--- config.mk ---
export PLATFORM = sky130hd
export DESIGN_NAME = prog_loader
export DESIGN_NICKNAME = d
export VERILOG_FILES = /design/src/rtl/prog_loader_pkg.sv /design/src/rtl/prog_loader_beat_packer.sv /design/src/rtl/prog_loader.sv
export SDC_FILE = /design/constraint.sdc
export NUM_CORES = 1
export LEC_CHECK = 0
export ABC_AREA = 1
export BUFFER_PORTS_ARGS = -buffer_cell sky130_fd_sc_hd__buf_2
export CORE_ASPECT_RATIO = 2
export CORE_MARGIN = 2
export CORE_UTILIZATION = 50
export CTS_CLUSTER_DIAMETER = 30
export CTS_CLUSTER_SIZE = 8
export DETAILED_ROUTE_END_ITERATION = 8
export MAX_ROUTING_LAYER = met4
export PLACE_DENSITY = 0.76
export SETUP_SLACK_MARGIN = 0.4
export SLEW_MARGIN = 30
export SYNTH_ARGS = -nofsm -noshare
export SYNTH_HDL_FRONTEND = slang
export SYNTH_SLANG_ARGS = --single-unit
export TNS_END_PERCENT = 1
--- constraint.sdc ---
create_clock -name clk -period 3.4 [get_ports clk]
set_input_delay 0.17 -clock clk [delete_from_list [all_inputs] [get_ports clk]]
set_output_delay 0.17 -clock clk [all_outputs]
set_load 0.02 [all_outputs]
--- src/rtl/prog_loader_pkg.sv ---
// prog_loader_pkg: FSM encodings and default widths shared by the loader and the instruction bram.
// S_CSUM exists only when PROG_LOADER_CHECKSUM_EN is defined.
package prog_loader_pkg;
  localparam int DEF_ADDR_W = 10;
  localparam int DEF_BEAT_W = 16;
  localparam int DEF_WORD_W = 48;
  localparam int BEATS_PER_WORD = 3;
  typedef logic [2:0] state_t;
  localparam state_t S_IDLE    = 3'd0;
  localparam state_t S_LEN     = 3'd1;
  localparam state_t S_PAYLOAD = 3'd2;
  localparam state_t S_WRITE   = 3'd3;
  localparam state_t S_DONE    = 3'd4;
`ifdef PROG_LOADER_CHECKSUM_EN
  localparam state_t S_CSUM    = 3'd5;
`endif
endpackage

--- src/rtl/prog_loader_beat_packer.sv ---
// prog_loader_beat_packer: shifts beats in MSB-first and flags the beat that completes a word.
module prog_loader_beat_packer import prog_loader_pkg::*; #(
  parameter int BEAT_W = DEF_BEAT_W
) (
  input  logic                             clk,
  input  logic                             reset,
  input  logic                             i_clear,
  input  logic                             i_shift,
  input  logic [BEAT_W-1:0]                i_beat,
  output logic [BEATS_PER_WORD*BEAT_W-1:0] o_word,
  output logic                             o_full
);
  logic [1:0]                          r_cnt;
  logic [(BEATS_PER_WORD-1)*BEAT_W-1:0] r_sr;
  assign o_word = {r_sr, i_beat};
  assign o_full = i_shift && r_cnt == 2'(BEATS_PER_WORD - 1);
  always_ff @(posedge clk)
    if (reset || i_clear) begin
      r_cnt <= '0;
      r_sr  <= '0;
    end else if (i_shift) begin
      r_cnt <= o_full ? '0 : r_cnt + 2'd1;
      r_sr  <= o_word[(BEATS_PER_WORD-1)*BEAT_W-1:0];
    end
endmodule

--- src/rtl/prog_loader.sv ---
// prog_loader: packs a length-prefixed 16-bit beat stream into 48-bit words written to bram port B.
// Define PROG_LOADER_CHECKSUM_EN to require a trailing XOR checksum beat after the payload.
module prog_loader import prog_loader_pkg::*; #(
  parameter int ADDR_W    = DEF_ADDR_W,
  parameter int BEAT_W    = DEF_BEAT_W,
  parameter int WORD_W    = DEF_WORD_W,
  parameter int MAX_WORDS = 1 << DEF_ADDR_W
) (
  input  logic              clk,
  input  logic              reset,
  input  logic              start,
  input  logic [BEAT_W-1:0] in_data,
  input  logic              in_valid,
  output logic              in_ready,
  output logic [ADDR_W-1:0] addr_b,
  output logic [WORD_W-1:0] data_b,
  output logic              we_b,
  output logic              cpu_hold,
  output logic              done,
  output logic              err,
  output logic [ADDR_W:0]   word_count
);
`ifdef PROG_LOADER_CHECKSUM_EN
  localparam state_t S_LAST = S_CSUM;
`else
  localparam state_t S_LAST = S_DONE;
`endif
  localparam logic [BEAT_W-1:0] MAX_L = BEAT_W'(MAX_WORDS);
  state_t            r_state, w_next;
  logic              r_in_ready, r_we, r_cpu_hold, r_done, r_err;
  logic [ADDR_W-1:0] r_addr;
  logic [WORD_W-1:0] r_data, w_word;
  logic [ADDR_W:0]   r_word_count, r_len;
  logic              w_start, w_acc, w_shift, w_full, w_last, w_len_bad, w_beat_next;
  assign w_start   = start && (r_state == S_IDLE || r_state == S_DONE);
  assign w_acc     = in_valid && r_in_ready;
  assign w_shift   = w_acc && r_state == S_PAYLOAD;
  assign w_len_bad = in_data > MAX_L;
  assign w_last    = r_word_count + (ADDR_W+1)'(1) == r_len;
`ifdef PROG_LOADER_CHECKSUM_EN
  logic [BEAT_W-1:0] r_csum;
  assign w_beat_next = w_next == S_LEN || w_next == S_PAYLOAD || w_next == S_CSUM;
  always_ff @(posedge clk)
    if (reset || w_start) r_csum <= '0;
    else if (w_shift) r_csum <= r_csum ^ in_data;
`else
  assign w_beat_next = w_next == S_LEN || w_next == S_PAYLOAD;
`endif
  prog_loader_beat_packer #(.BEAT_W(BEAT_W)) u_packer (
    .clk     (clk),
    .reset   (reset),
    .i_clear (w_start),
    .i_shift (w_shift),
    .i_beat  (in_data),
    .o_word  (w_word),
    .o_full  (w_full)
  );
  always_comb begin
    w_next = r_state;
    if (w_start) w_next = S_LEN;
    else if (r_state == S_LEN && w_acc) w_next = (in_data == '0 || w_len_bad) ? S_DONE : S_PAYLOAD;
    else if (w_full) w_next = S_WRITE;
    else if (r_state == S_WRITE) w_next = w_last ? S_LAST : S_PAYLOAD;
`ifdef PROG_LOADER_CHECKSUM_EN
    else if (r_state == S_CSUM && w_acc) w_next = S_DONE;
`endif
  end
  // Handshake and status outputs are registered decodes of the next state.
  always_ff @(posedge clk)
    if (reset) begin
      r_state      <= S_IDLE;
      r_in_ready   <= 1'b0;
      r_we         <= 1'b0;
      r_cpu_hold   <= 1'b0;
      r_done       <= 1'b0;
      r_err        <= 1'b0;
      r_addr       <= '0;
      r_data       <= '0;
      r_word_count <= '0;
      r_len        <= '0;
    end else begin
      r_state    <= w_next;
      r_in_ready <= w_beat_next;
      r_we       <= w_next == S_WRITE;
      r_cpu_hold <= w_next != S_IDLE && w_next != S_DONE;
      r_done     <= w_next == S_DONE;
      if (w_next == S_WRITE) begin
        r_addr <= r_word_count[ADDR_W-1:0];
        r_data <= w_word;
      end
      if (w_start) r_word_count <= '0;
      else if (r_state == S_WRITE) r_word_count <= r_word_count + (ADDR_W+1)'(1);
      if (r_state == S_LEN && w_acc) r_len <= in_data[ADDR_W:0];
      if (w_start) r_err <= 1'b0;
      else if (r_state == S_LEN && w_acc && w_len_bad) r_err <= 1'b1;
`ifdef PROG_LOADER_CHECKSUM_EN
      else if (r_state == S_CSUM && w_acc && in_data != r_csum) r_err <= 1'b1;
`endif
    end
  assign in_ready   = r_in_ready;
  assign we_b       = r_we;
  assign cpu_hold   = r_cpu_hold;
  assign done       = r_done;
  assign err        = r_err;
  assign addr_b     = r_addr;
  assign data_b     = r_data;
  assign word_count = r_word_count;
endmodule

==> results by group <==
Status
  – Outcome: finished, final reports clean

CTS
  – Maximum clock path buffer count: 2
  – TritonCTS clock tree: built
  – CTS sink cnt: 122
  – PostCTS Resize Cnt: 0
  – CTS Hold Bufs: 0
  – Clk_lat worst skew: 0.41 ns
  – TritonCTS buffer count: 17
  – H-tree depth: 4
  – Worst-path clk slew: 0.06 ns
  – # Post-CTS Setup Buffers: 0
  – Clk root buf: clkbuf_16

Floorplanning
  – I/O pin cnt: 94
  – Core area: 9260 µm²
  – Die area: 10300 µm²
  – Die Y: 142 µm
  – Initial Utilization: 51.2%
  – Row cnt: 50
  – Die X: 72.8 µm

Synthesis
  – Register area share after synthesis: 51.5%
  – Gate count after technology mapping: 621
  – Count leader, synth: nand2_1
  – Post-synthesis cell area: 4740 µm²
  – Area leader, netlist: dfxtp_1
  – Top FF cell, synth: dfxtp_1
  – Cell variety after synth: 30
  – Synthesized area per cell: 7.63 µm²
  – Synth Register Bits: 122
  – Share of the synthesized area in the top cell type: 51.5%
  – Area contributors post-synth: dfxtp_1, nand2_1, a21oi_1, o21ai_0, nor2_1
  – Post-synth EDFFs: 0
  – Syn_nets: 643
  – Ys async rst share: 0%
  – Synth warn: 0
  – Post-synth top cells: nand2_1, dfxtp_1, a21oi_1

Worst hold path
  – Cells on Worst Hold Path: 3
  – Hold Path End: u_packer.r_sr[15]$_SDFFE_PP0P_
  – Hold WC Path Type: in -> reg
  – HP Start: in_data[15]

Global route
  – Initial antenna violation count: 0
  – Number of global-route vias before repair: 4335
  – Overall Global Routing Usage: 25.9%
  – First-pass GRT wire length: 20100 µm
  – Largest net degree at the start of global routing: 52
  – Overflow after GRT: 0

STA
  – Worst Slack Setup Final: 1.22 ns
  – Slew headroom: 64.5%
  – Fin. Hold Viols: 0
  – Final period util: 64.2%
  – Final min period: 2.18 ns
  – Max Clk Rate: 458 MHz
  – Clk_skew: 0.00662 ns
  – Total Neg Setup Slack: 0 ns
  – Final hold slack: 0.0583 ns
  – RSZ-0062 raised after global routing: false
  – # setup viols final: 0
  – Max Transition Viols Final: 0
  – Pin slew with the least headroom to its limit: 0.532 ns

Cells and area
  – Diodes inserted: 0
  – Fin nets: 729
  – Fillers: 849
  – Cell area after layout: 5860 µm²
  – Layout area overhead: 23.8%
  – Layout cells sized above 1: 21.3%

Route
  – Wire per inst: 15.0 µm
  – 1st-iter DRT viols: 310
  – Vias: 4448
  – Pre-Repair DR Iteration Count: 7
  – Detailed Route WL: 12300 µm
  – Drt drc: 0
  – Via density: 5.40
  – Routed Antenna Nets: 0

Placed design
  – Final Wtd Congestion: 0.971
  – Worst slack at placement: 1.27 ns
  – Final HPWL DP: 8530 µm
  – IO buf count: 93
  – Post-DP Area: 5250 µm²

Worst setup path
  – Crit path kind: reg -> reg
  – R2r worst-path depth: 15
  – Reg2Reg Setup Slack: 1.22 ns
  – Critical Path RT: 3.74 ns
  – Worst-path maximum fanout: 5
  – Critical register-to-register path endpoint: done$_SDFF_PP0_
  – Reg-to-Reg Start: word_count[0]$_SDFFE_PP0P_
  – Setup crit start kind: flop
  – Crit end category: flop
  – Arr. time, crit path: 2.52 ns

Pwr
  – PD cells: 583 nW/µm²
  – Tot Pwr: 3.42 mW
  – Max VDD drop: 472 µV
  – P_leak: 2.71 nW

Flow run
  – Max-Cap Viols: 0
cell usage in the layout (no fill, tap or decap), types with 8 or more instances in the layout:
master     Yosys  final
inv_2          7      8
o21ai_0       75     75
nand3_1       21     21
dfxtp_1      122    122
inv_1         46     45
a21oi_1       95     95
clkbuf_16      0     17
nor2_1        60     59
nand2_1      128    128
buf_2         13     93
registers in the layout, indices dropped and copies added, names as in the netlist:
signal	cells
cpu_hold	1
data_b	48
u_packer.r_sr	32
in_ready	1
r_len	11
r_state	3
u_packer.r_cnt	2
err	1
word_count	11
we_b	1
addr_b	10
done	1
critical path, stage by stage, from the launching register on:
cell and delay (ns):
dfxtp_1 0.45, ha_1 0.29, nand2_2 0.11, nor2_4 0.18, nand2_2 0.11, o21bai_2 0.14
nand2_1 0.10, nand2_1 0.08, nand2_1 0.07, nor2_1 0.10, nand2_1 0.07, nand2_2 0.07
nand2_1 0.05, nand2_1 0.09, nand3_2 0.09, nor2_2 0.12
cells by family (layout without fill, tap and decap cells):
logic type	after synthesis	count (layout)	share of synthesized area, %
AND/OR/NAND/NOR	231	231	21.0
AO/OA/AOI/OAI	176	176	19.0
adder cells (fa/ha/maj)	2	2	0.528
buffers and inverters	86	185	7.24
flip-flops	122	122	51.5
XOR/XNOR	4	4	0.740
stage by stage:
step / instances / util (%)
final: 824 / 63.3
after global routing: 824 / 63.3
after CTS: 824 / 63.3
after detailed placement: 792 / 56.6
after global placement: 792 / 56.6
after floorplan: 621 / -
report_power, final:
| part | switching, mW | internal [mW] |
|---|---|---|
| Sequential | 0.00674 | 1.44 |
| Combinational | 0.0683 | 0.0286 |
| Clock | 0.635 | 1.24 |
| Total | 0.710 | 2.71 |
routing by layer:
metal | up-vias | track usage, % | share of wire [%] | wire length [µm]
met2 | 140 | 45.0 | 54 | 6670
met1 | 2070 | 26.0 | 38 | 4670
met3 | 41 | 5.26 | 3.8 | 472
met5 | - | - | 0 | 0
met4 | 0 | 15.0 | 4.3 | 527
li1 | 2197 | - | - | -
how the worst max path moves through the flow:
| stage | start | slack [ns] | endpoint |
|---|---|---|---|
| 6_report | word_count[0]$_SDFFE_PP0P_ | 1.22 | done$_SDFF_PP0_ |
| 2_1_floorplan | word_count[1]$_SDFFE_PP0P_ | 1.48 | in_ready$_SDFF_PP0_ |
| 4_1_cts | word_count[0]$_SDFFE_PP0P_ | 1.21 | done$_SDFF_PP0_ |
| 3_3_place_gp | word_count[1]$_SDFFE_PP0P_ | 1.34 | in_ready$_SDFF_PP0_ |
| 5_1_grt | word_count[0]$_SDFFE_PP0P_ | 1.01 | done$_SDFF_PP0_ |
| 3_5_place_dp | word_count[1]$_SDFFE_PP0P_ | 1.27 | done$_SDFF_PP0_ |
final cells by class:
class | count | area [µm²] | area share [%]
Clock buffer | 20 | 447 | 7.62
Inverter | 53 | 199 | 3.39
Clock inverter | 12 | 173 | 2.94
Tap cell | 104 | 130 | 2.22
Timing Repair Buffer | 100 | 518 | 8.83
Sequential cell | 122 | 2440 | 41.6
Multi-Input combinational cell | 413 | 1960 | 33.3
No activity file was read; power rests on OpenSTA's default activity.
